$ cat src/rtl/game_defs.sv
// game_defs: shared direction codes, hitbox sizes, position helpers and FSM encodings
package game_defs;
   localparam logic [2:0] DIR_NONE  = 3'd0;
   localparam logic [2:0] DIR_UP    = 3'd1;
   localparam logic [2:0] DIR_DOWN  = 3'd2;
   localparam logic [2:0] DIR_LEFT  = 3'd3;
   localparam logic [2:0] DIR_RIGHT = 3'd4;
   localparam int HIT_SPAN  = 16;
   localparam int HIT_REACH = 19;
   localparam int POS_W     = 20;
   localparam int COORD_W   = 10;
   localparam int DIFF_W    = COORD_W + 1;
   localparam logic [1:0] ST_IDLE    = 2'd0;
   localparam logic [1:0] ST_SCAN    = 2'd1;
   localparam logic [1:0] ST_PUBLISH = 2'd2;
   function automatic logic [DIFF_W-1:0] pos_x(input logic [POS_W-1:0] p);
      return {1'b0, p[POS_W-1:COORD_W]};
   endfunction
   function automatic logic [DIFF_W-1:0] pos_y(input logic [POS_W-1:0] p);
      return {1'b0, p[COORD_W-1:0]};
   endfunction
endpackage

$ cat src/rtl/collision_check.sv
// collision_check: combinational player/enemy hitbox test returning a direction code
module collision_check
   import game_defs::*;
(
   input  logic [19:0] player_pos,
   input  logic [19:0] enemy_pos,
   output logic [2:0]  dir
);
   logic [DIFF_W-1:0] w_px, w_py, w_ex, w_ey, w_adx, w_ady;
   logic w_xnear, w_ynear, w_down, w_up, w_right, w_left;
   assign w_px = pos_x(player_pos);
   assign w_py = pos_y(player_pos);
   assign w_ex = pos_x(enemy_pos);
   assign w_ey = pos_y(enemy_pos);
   assign w_adx = (w_ex >= w_px) ? w_ex - w_px : w_px - w_ex;
   assign w_ady = (w_ey >= w_py) ? w_ey - w_py : w_py - w_ey;
   assign w_xnear = w_adx <= DIFF_W'(HIT_SPAN);
   assign w_ynear = w_ady <= DIFF_W'(HIT_SPAN);
   assign w_down  = (w_ey >= w_py) && (w_ey <= w_py + DIFF_W'(HIT_REACH));
   assign w_up    = (w_py >= w_ey) && (w_py <= w_ey + DIFF_W'(HIT_REACH));
   assign w_right = (w_ex >= w_px) && (w_ex <= w_px + DIFF_W'(HIT_REACH));
   assign w_left  = (w_px >= w_ex) && (w_px <= w_ex + DIFF_W'(HIT_REACH));
   assign dir = (w_xnear && w_down)  ? DIR_DOWN  :
                (w_xnear && w_up)    ? DIR_UP    :
                (w_ynear && w_right) ? DIR_RIGHT :
                (w_ynear && w_left)  ? DIR_LEFT  : DIR_NONE;
endmodule

$ cat src/rtl/collision_scheduler.sv
// collision_scheduler: scans one enemy per clock against a frame snapshot and publishes hit results
module collision_scheduler
   import game_defs::*;
#(
   parameter int N_ENEMY = 8,
   parameter int IDX_W   = 4
)(
   input  logic                     clk,
   input  logic                     rst,
   input  logic                     frame_tick,
   input  logic [19:0]              player_pos,
   input  logic [N_ENEMY*20-1:0]    enemy_pos,
   input  logic [N_ENEMY-1:0]       enemy_active,
   output logic                     busy,
   output logic                     done,
   output logic [N_ENEMY-1:0]       hit_mask,
   output logic                     hit_any,
   output logic [IDX_W-1:0]         first_idx,
   output logic [2:0]               first_dir,
   output logic                     overrun
);
   logic [1:0]              r_state;
   logic [IDX_W-1:0]        r_idx;
   logic [19:0]             r_player;
   logic [N_ENEMY*20-1:0]   r_enemy;
   logic [N_ENEMY-1:0]      r_active;
   logic [N_ENEMY-1:0]      r_acc_mask;
   logic                    r_acc_found;
   logic [IDX_W-1:0]        r_acc_idx;
   logic [2:0]              r_acc_dir;
   logic                    r_busy, r_done, r_hit_any, r_overrun;
   logic [N_ENEMY-1:0]      r_hit_mask;
   logic [IDX_W-1:0]        r_first_idx;
   logic [2:0]              r_first_dir;
   logic [19:0]             w_enemy;
   logic [2:0]              w_dir_raw, w_dir;
   logic [N_ENEMY-1:0]      w_sel;
   logic                    w_last;
   assign w_sel   = N_ENEMY'(1) << r_idx;
   assign w_enemy = 20'(r_enemy >> (int'(r_idx) * POS_W));
   assign w_dir   = |(r_active & w_sel) ? w_dir_raw : DIR_NONE;
   assign w_last  = r_idx == IDX_W'(N_ENEMY - 1);
   collision_check u_check (
      .player_pos (r_player),
      .enemy_pos  (w_enemy),
      .dir        (w_dir_raw)
   );
   // Scan sequencer: snapshot on an accepted tick, accumulate one slot per clock, then publish
   always_ff @(posedge clk or posedge rst) begin
      if (rst) begin
         r_state     <= ST_IDLE;
         r_idx       <= '0;
         r_player    <= '0;
         r_enemy     <= '0;
         r_active    <= '0;
         r_acc_mask  <= '0;
         r_acc_found <= 1'b0;
         r_acc_idx   <= '0;
         r_acc_dir   <= DIR_NONE;
      end else if (r_state == ST_IDLE) begin
         if (frame_tick) begin
            r_state     <= ST_SCAN;
            r_idx       <= '0;
            r_player    <= player_pos;
            r_enemy     <= enemy_pos;
            r_active    <= enemy_active;
            r_acc_mask  <= '0;
            r_acc_found <= 1'b0;
            r_acc_idx   <= '0;
            r_acc_dir   <= DIR_NONE;
         end
      end else if (r_state == ST_SCAN) begin
         if (w_dir != DIR_NONE) begin
            r_acc_mask <= r_acc_mask | w_sel;
            if (!r_acc_found) begin
               r_acc_found <= 1'b1;
               r_acc_idx   <= r_idx;
               r_acc_dir   <= w_dir;
            end
         end
         r_state <= w_last ? ST_PUBLISH : ST_SCAN;
         r_idx   <= w_last ? r_idx : r_idx + 1'b1;
      end else begin
         r_state <= ST_IDLE;
      end
   end
   // Registered outputs; busy stays high through the done cycle so ticks there count as overrun
   always_ff @(posedge clk or posedge rst) begin
      if (rst) begin
         r_busy      <= 1'b0;
         r_done      <= 1'b0;
         r_overrun   <= 1'b0;
         r_hit_mask  <= '0;
         r_hit_any   <= 1'b0;
         r_first_idx <= '0;
         r_first_dir <= DIR_NONE;
      end else begin
         r_busy    <= (r_state == ST_IDLE) ? frame_tick : 1'b1;
         r_done    <= r_state == ST_PUBLISH;
         r_overrun <= frame_tick && (r_state != ST_IDLE);
         if (r_state == ST_PUBLISH) begin
            r_hit_mask  <= r_acc_mask;
            r_hit_any   <= |r_acc_mask;
            r_first_idx <= r_acc_idx;
            r_first_dir <= r_acc_dir;
         end
      end
   end
   assign busy      = r_busy;
   assign done      = r_done;
   assign overrun   = r_overrun;
   assign hit_mask  = r_hit_mask;
   assign hit_any   = r_hit_any;
   assign first_idx = r_first_idx;
   assign first_dir = r_first_dir;
endmodule

$ cat config.mk
export PLATFORM = sky130hd
export DESIGN_NAME = collision_scheduler
export DESIGN_NICKNAME = d
export VERILOG_FILES = /design/src/rtl/game_defs.sv /design/src/rtl/collision_check.sv /design/src/rtl/collision_scheduler.sv
export SDC_FILE = /design/constraint.sdc
export NUM_CORES = 1
export LEC_CHECK = 0
export ABC_AREA = 0
export CAP_MARGIN = 20
export CORE_MARGIN = 3
export CORE_UTILIZATION = 44
export CTS_CLUSTER_SIZE = 8
export DETAILED_ROUTE_END_ITERATION = 8
export PLACE_DENSITY = 0.76
export SLEW_MARGIN = 20
export SYNTH_ARGS = -nofsm -noshare
export SYNTH_HDL_FRONTEND = slang
export SYNTH_SLANG_ARGS = --single-unit
$ cat constraint.sdc
create_clock -name clk -period 10.7 [get_ports clk]
set_clock_uncertainty 0.2 [all_clocks]
set_input_delay 2.675 -clock clk [delete_from_list [all_inputs] [get_ports clk]]
set_output_delay 2.675 -clock clk [all_outputs]
set_load 0.05 [all_outputs]
==> results.md <==
* Post-Syn Nets at between 1500 and 2000
* Post-synthesis sequential area ratio at between 40 and 50%
* Syn_area_per_cell at roughly 9 um2
* Post-Route Setup TNS at 0 ns
* Crit path arrival time at between 5 and 6 ns
* DRT Wirelength at ~39 mm
* Routed WL per cell at 18.6 um
* Final hold violations at 0
* Crit path max-delay family: compound AO/OA/AOI/OAI gates
* Layout Nets at slightly below 2000
* Pin slew with the least headroom to its limit at 0.908 ns
* Slew Viols, Final at 0
* Post_cts resized at 0
* CP Depth at 15
* Die H at 181 um
* Worst path cell trace: buf_4 -> mux4_2 -> nand2_1 -> a21oi_1 -> ha_1 -> a21oi_1 -> o21bai_1 -> a221oi_2 -> nand2_1 -> o311ai_0 -> o211ai_1 -> nor4_4 -> a22oi_2 -> nor2_2 -> a32o_1
* # rows at between 60 and 70
* Netlist cell types at 82
* Power per Cell Area at between 300 and 400 nW/um2
* Tcrit/Tclk final at a little over half
* Reg-to-Reg Start: r_idx[0]$_DFFE_PP0P_
* Multi-input combinational cell area at 7240 um2
* Initial antenna violation count at 1
* Pre-antenna DRT Iters at 5
* Tmin final at approximately 5.6 ns
* Lkg Pwr at around 8 nW
* Peak supply drop at 0.000159 V
* Vias in the first global route at between 10000 and 15000
* Setup crit start kind: flop
* Clk slew on worst S/H paths at ~0.050 ns
* CTS root buf: clkbuf_16
* CTS tree: yes
* P_sw at ~3.2 mW
* Htree depth at 2
* Largest net degree at the start of global routing at 151
* Tot Pwr at 6.70 mW
* GPL Wtd Cong at 0.998
* Seq pwr share at about 22%
* Worst skew pair latency at between 0.5 and 0.6 ns
* CP max FO at 45
* Reg2Reg Depth at 15
* Number of synthesized flops with an enable pin at 0
* Main synth FF type: dfrtp_1
* I/O Buffers at ~210
* Fmax at 179 MHz
* Leading post-synthesis cells by cell area: dfrtp_1, nand2_1, ha_1, mux4_2, a21oi_1
* Unrepaired setup endpoints after global routing: false
* Fill cell count at approximately 2600
* Syn. warnings at 0
* Initial DRC Count at approximately 870
* Detailed placement HPWL at approximately 29 mm
* Top-count cell post-synth: nand2_1
* CP max stage delay at roughly 0.65 ns
* DR vias/cell at roughly 5.6
* WS Path Type: flop to flop
* Layout cell share with drive strength beyond 1 at under 10%
* Ant diodes at 0
* Slew headroom at 39.4%
* Vias at 11600
* Starting Density at between 40% and 50%
* Top Ports at 210
* Die area at between 30000 and 40000 um2
* Beginning of the critical path: r_idx[0]$_DFFE_PP0P_
* Max clock buf depth at 3
* Critical path required time at around 11 ns
* Register area at ~5700 um2
* Worst R2R End: r_acc_mask[4]$_DFFE_PP0P_
* Global-route wire length before repair at roughly 63 mm
* Antenna Violating Nets Remaining at 0
* DRC at 0
* GRT Overall Usage at approximately a quarter
* Post-synth top area share at 42.5%
* WP buf/inv at 1
* Grt total ovfl at 0
* Final Setup Violations at 0
* CTS Buf Count at 34
* Area leader, netlist: dfrtp_1
* Internal Power at ~3.5 mW
* Status: completed
* Crit path to: r_acc_mask[4]$_DFFE_PP0P_
* Die width at around 180 um
* Post-synth top cells: nand2_1, dfrtp_1, ha_1
* Hold_buf cts at 0
* Asr flop ratio synth at 100%
* Clk pwr share at about 14%
* Clock sinks at approximately 230
* R2R Setup Slk at 5.11 ns
* Gate power share at between 60 and 70%
* Synthesized area at 13500 um2
* Switching share of power at 47.1%
* Slowest cell on crit path: buf_4
* Post-CTS Setup Inserts at 0
* Number of max-cap violations at 0
* Crit end category: flop
* Area Growth Syn to Fin at 24.6%
* Core Area at around 30000 um2
* Hold Crit Class: flop to flop
* Post-synthesis register bit count at ~230
* Cells after Synth at 1512
-- how the worst min path moves through the flow --
stage                                  start                        to  depth (start not counted)
global placement     r_enemy[26]$_DFFE_PP0P_   r_enemy[26]$_DFFE_PP0P_                          2
CTS                  r_active[4]$_DFFE_PP0P_   r_active[4]$_DFFE_PP0P_                          2
finish               r_active[4]$_DFFE_PP0P_   r_active[4]$_DFFE_PP0P_                          2
global route        r_enemy[119]$_DFFE_PP0P_  r_enemy[119]$_DFFE_PP0P_                          2
floorplan            r_active[4]$_DFFE_PP0P_   r_active[4]$_DFFE_PP0P_                          2
detailed placement   r_active[4]$_DFFE_PP0P_   r_active[4]$_DFFE_PP0P_                          2
-- area by class of cell --
class                           instances  share of cell area, %
Inverter                               57                   1.35
Timing Repair Buffer                  218                   13.1
Clock buffer                           37                   5.19
Multi-Input combinational cell       1157                   43.1
Clock inverter                          2                  0.231
Tap cell                              390                   2.90
Sequential cell                       229                   34.1
-- through the flow --
stage	hold WS (ns)	worst slack, ns	instance area [um2]	util (%)	std cells
6_report	0.265	5.11	16800	56.1	2090
5_1_grt	0.293	4.58	16800	56.1	2090
4_1_cts	0.270	5.08	16700	55.9	2088
3_5_place_dp	0.258	4.99	15800	52.8	2049
3_3_place_gp	0.253	5.02	15800	52.8	2049
2_1_floorplan	0.240	1.55	13500	-	1512
-- cell families (layout without fill, tap and decap cells) --
| family | Yosys count | count (layout) | synth area share (%) |
|---|---|---|---|
| multiplexers | 72 | 72 | 9.23 |
| XOR/XNOR | 36 | 36 | 2.34 |
| buffers and inverters | 126 | 314 | 3.91 |
| adder cells (fa/ha/maj) | 88 | 88 | 8.16 |
| flip-flops | 229 | 229 | 42.5 |
| AND/OR/NAND/NOR | 748 | 748 | 23.1 |
| AO/OA/AOI/OAI | 213 | 213 | 10.7 |
-- power groups by stage --
stage	sequential [mW]	clock (mW)	combinational [mW]
finish	1.49	0.935	4.28
global route	1.53	0.992	4.74
CTS	1.48	0.954	4.22
detailed placement	1.49	0	4.19
global placement	1.47	0	4.12
floorplan	1.44	0	3.21
-- cell usage in the layout, fill, tap and decap left out, types with 5 or more instances in the layout --
cell type	n
xnor2_1	30
mux2i_1	13
a211oi_1	12
a22oi_1	5
nor4_1	7
buf_4	6
nor2_1	43
mux2_2	19
o21ai_0	53
xor2_1	6
dfrtp_1	228
o211ai_1	6
nand4_1	10
mux4_2	40
a21o_1	10
a21oi_1	53
a31oi_1	5
clkbuf_16	34
nand3_1	24
nand2b_1	9
nor3_1	24
o21a_1	11
ha_1	88
inv_1	55
or2_2	5
nor2b_1	11
clkdlybuf4s50_1	209
nand2_1	585
a32o_1	6
-- worst reg2reg max path: stages, from the launching register on --
cell and delay (ns):
dfrtp_2 0.33, buf_4 0.65, mux4_2 0.40, nand2_1 0.11, a21oi_1 0.49, ha_1 0.47
a21oi_1 0.29, o21bai_1 0.16, a221oi_2 0.54, nand2_1 0.20, o311ai_0 0.37, o211ai_1 0.20
nor4_4 0.38, a22oi_2 0.16, nor2_2 0.35, a32o_1 0.23
-- flip-flops by register name, summed over array words and instances (netlist names), 2 cells and up --
| name | flops |
|---|---|
| first_dir | 3 |
| first_idx | 4 |
| hit_mask | 8 |
| r_acc_dir | 3 |
| r_acc_idx | 4 |
| r_acc_mask | 8 |
| r_active | 8 |
| r_enemy | 160 |
| r_idx | 4 |
| r_player | 20 |
| r_state | 2 |
-- metal layers --
layer | wire length, um | up-vias | part of all wire [%] | GRT usage (%)
met5 | 13 | - | 0.033 | 0
met4 | 1210 | 2 | 3.1 | 7.95
met3 | 2910 | 71 | 7.5 | 5.05
met2 | 17500 | 451 | 45 | 35.5
met1 | 17200 | 5599 | 44 | 33.8
li1 | - | 5484 | - | -
(Power assumes the default switching activity.)
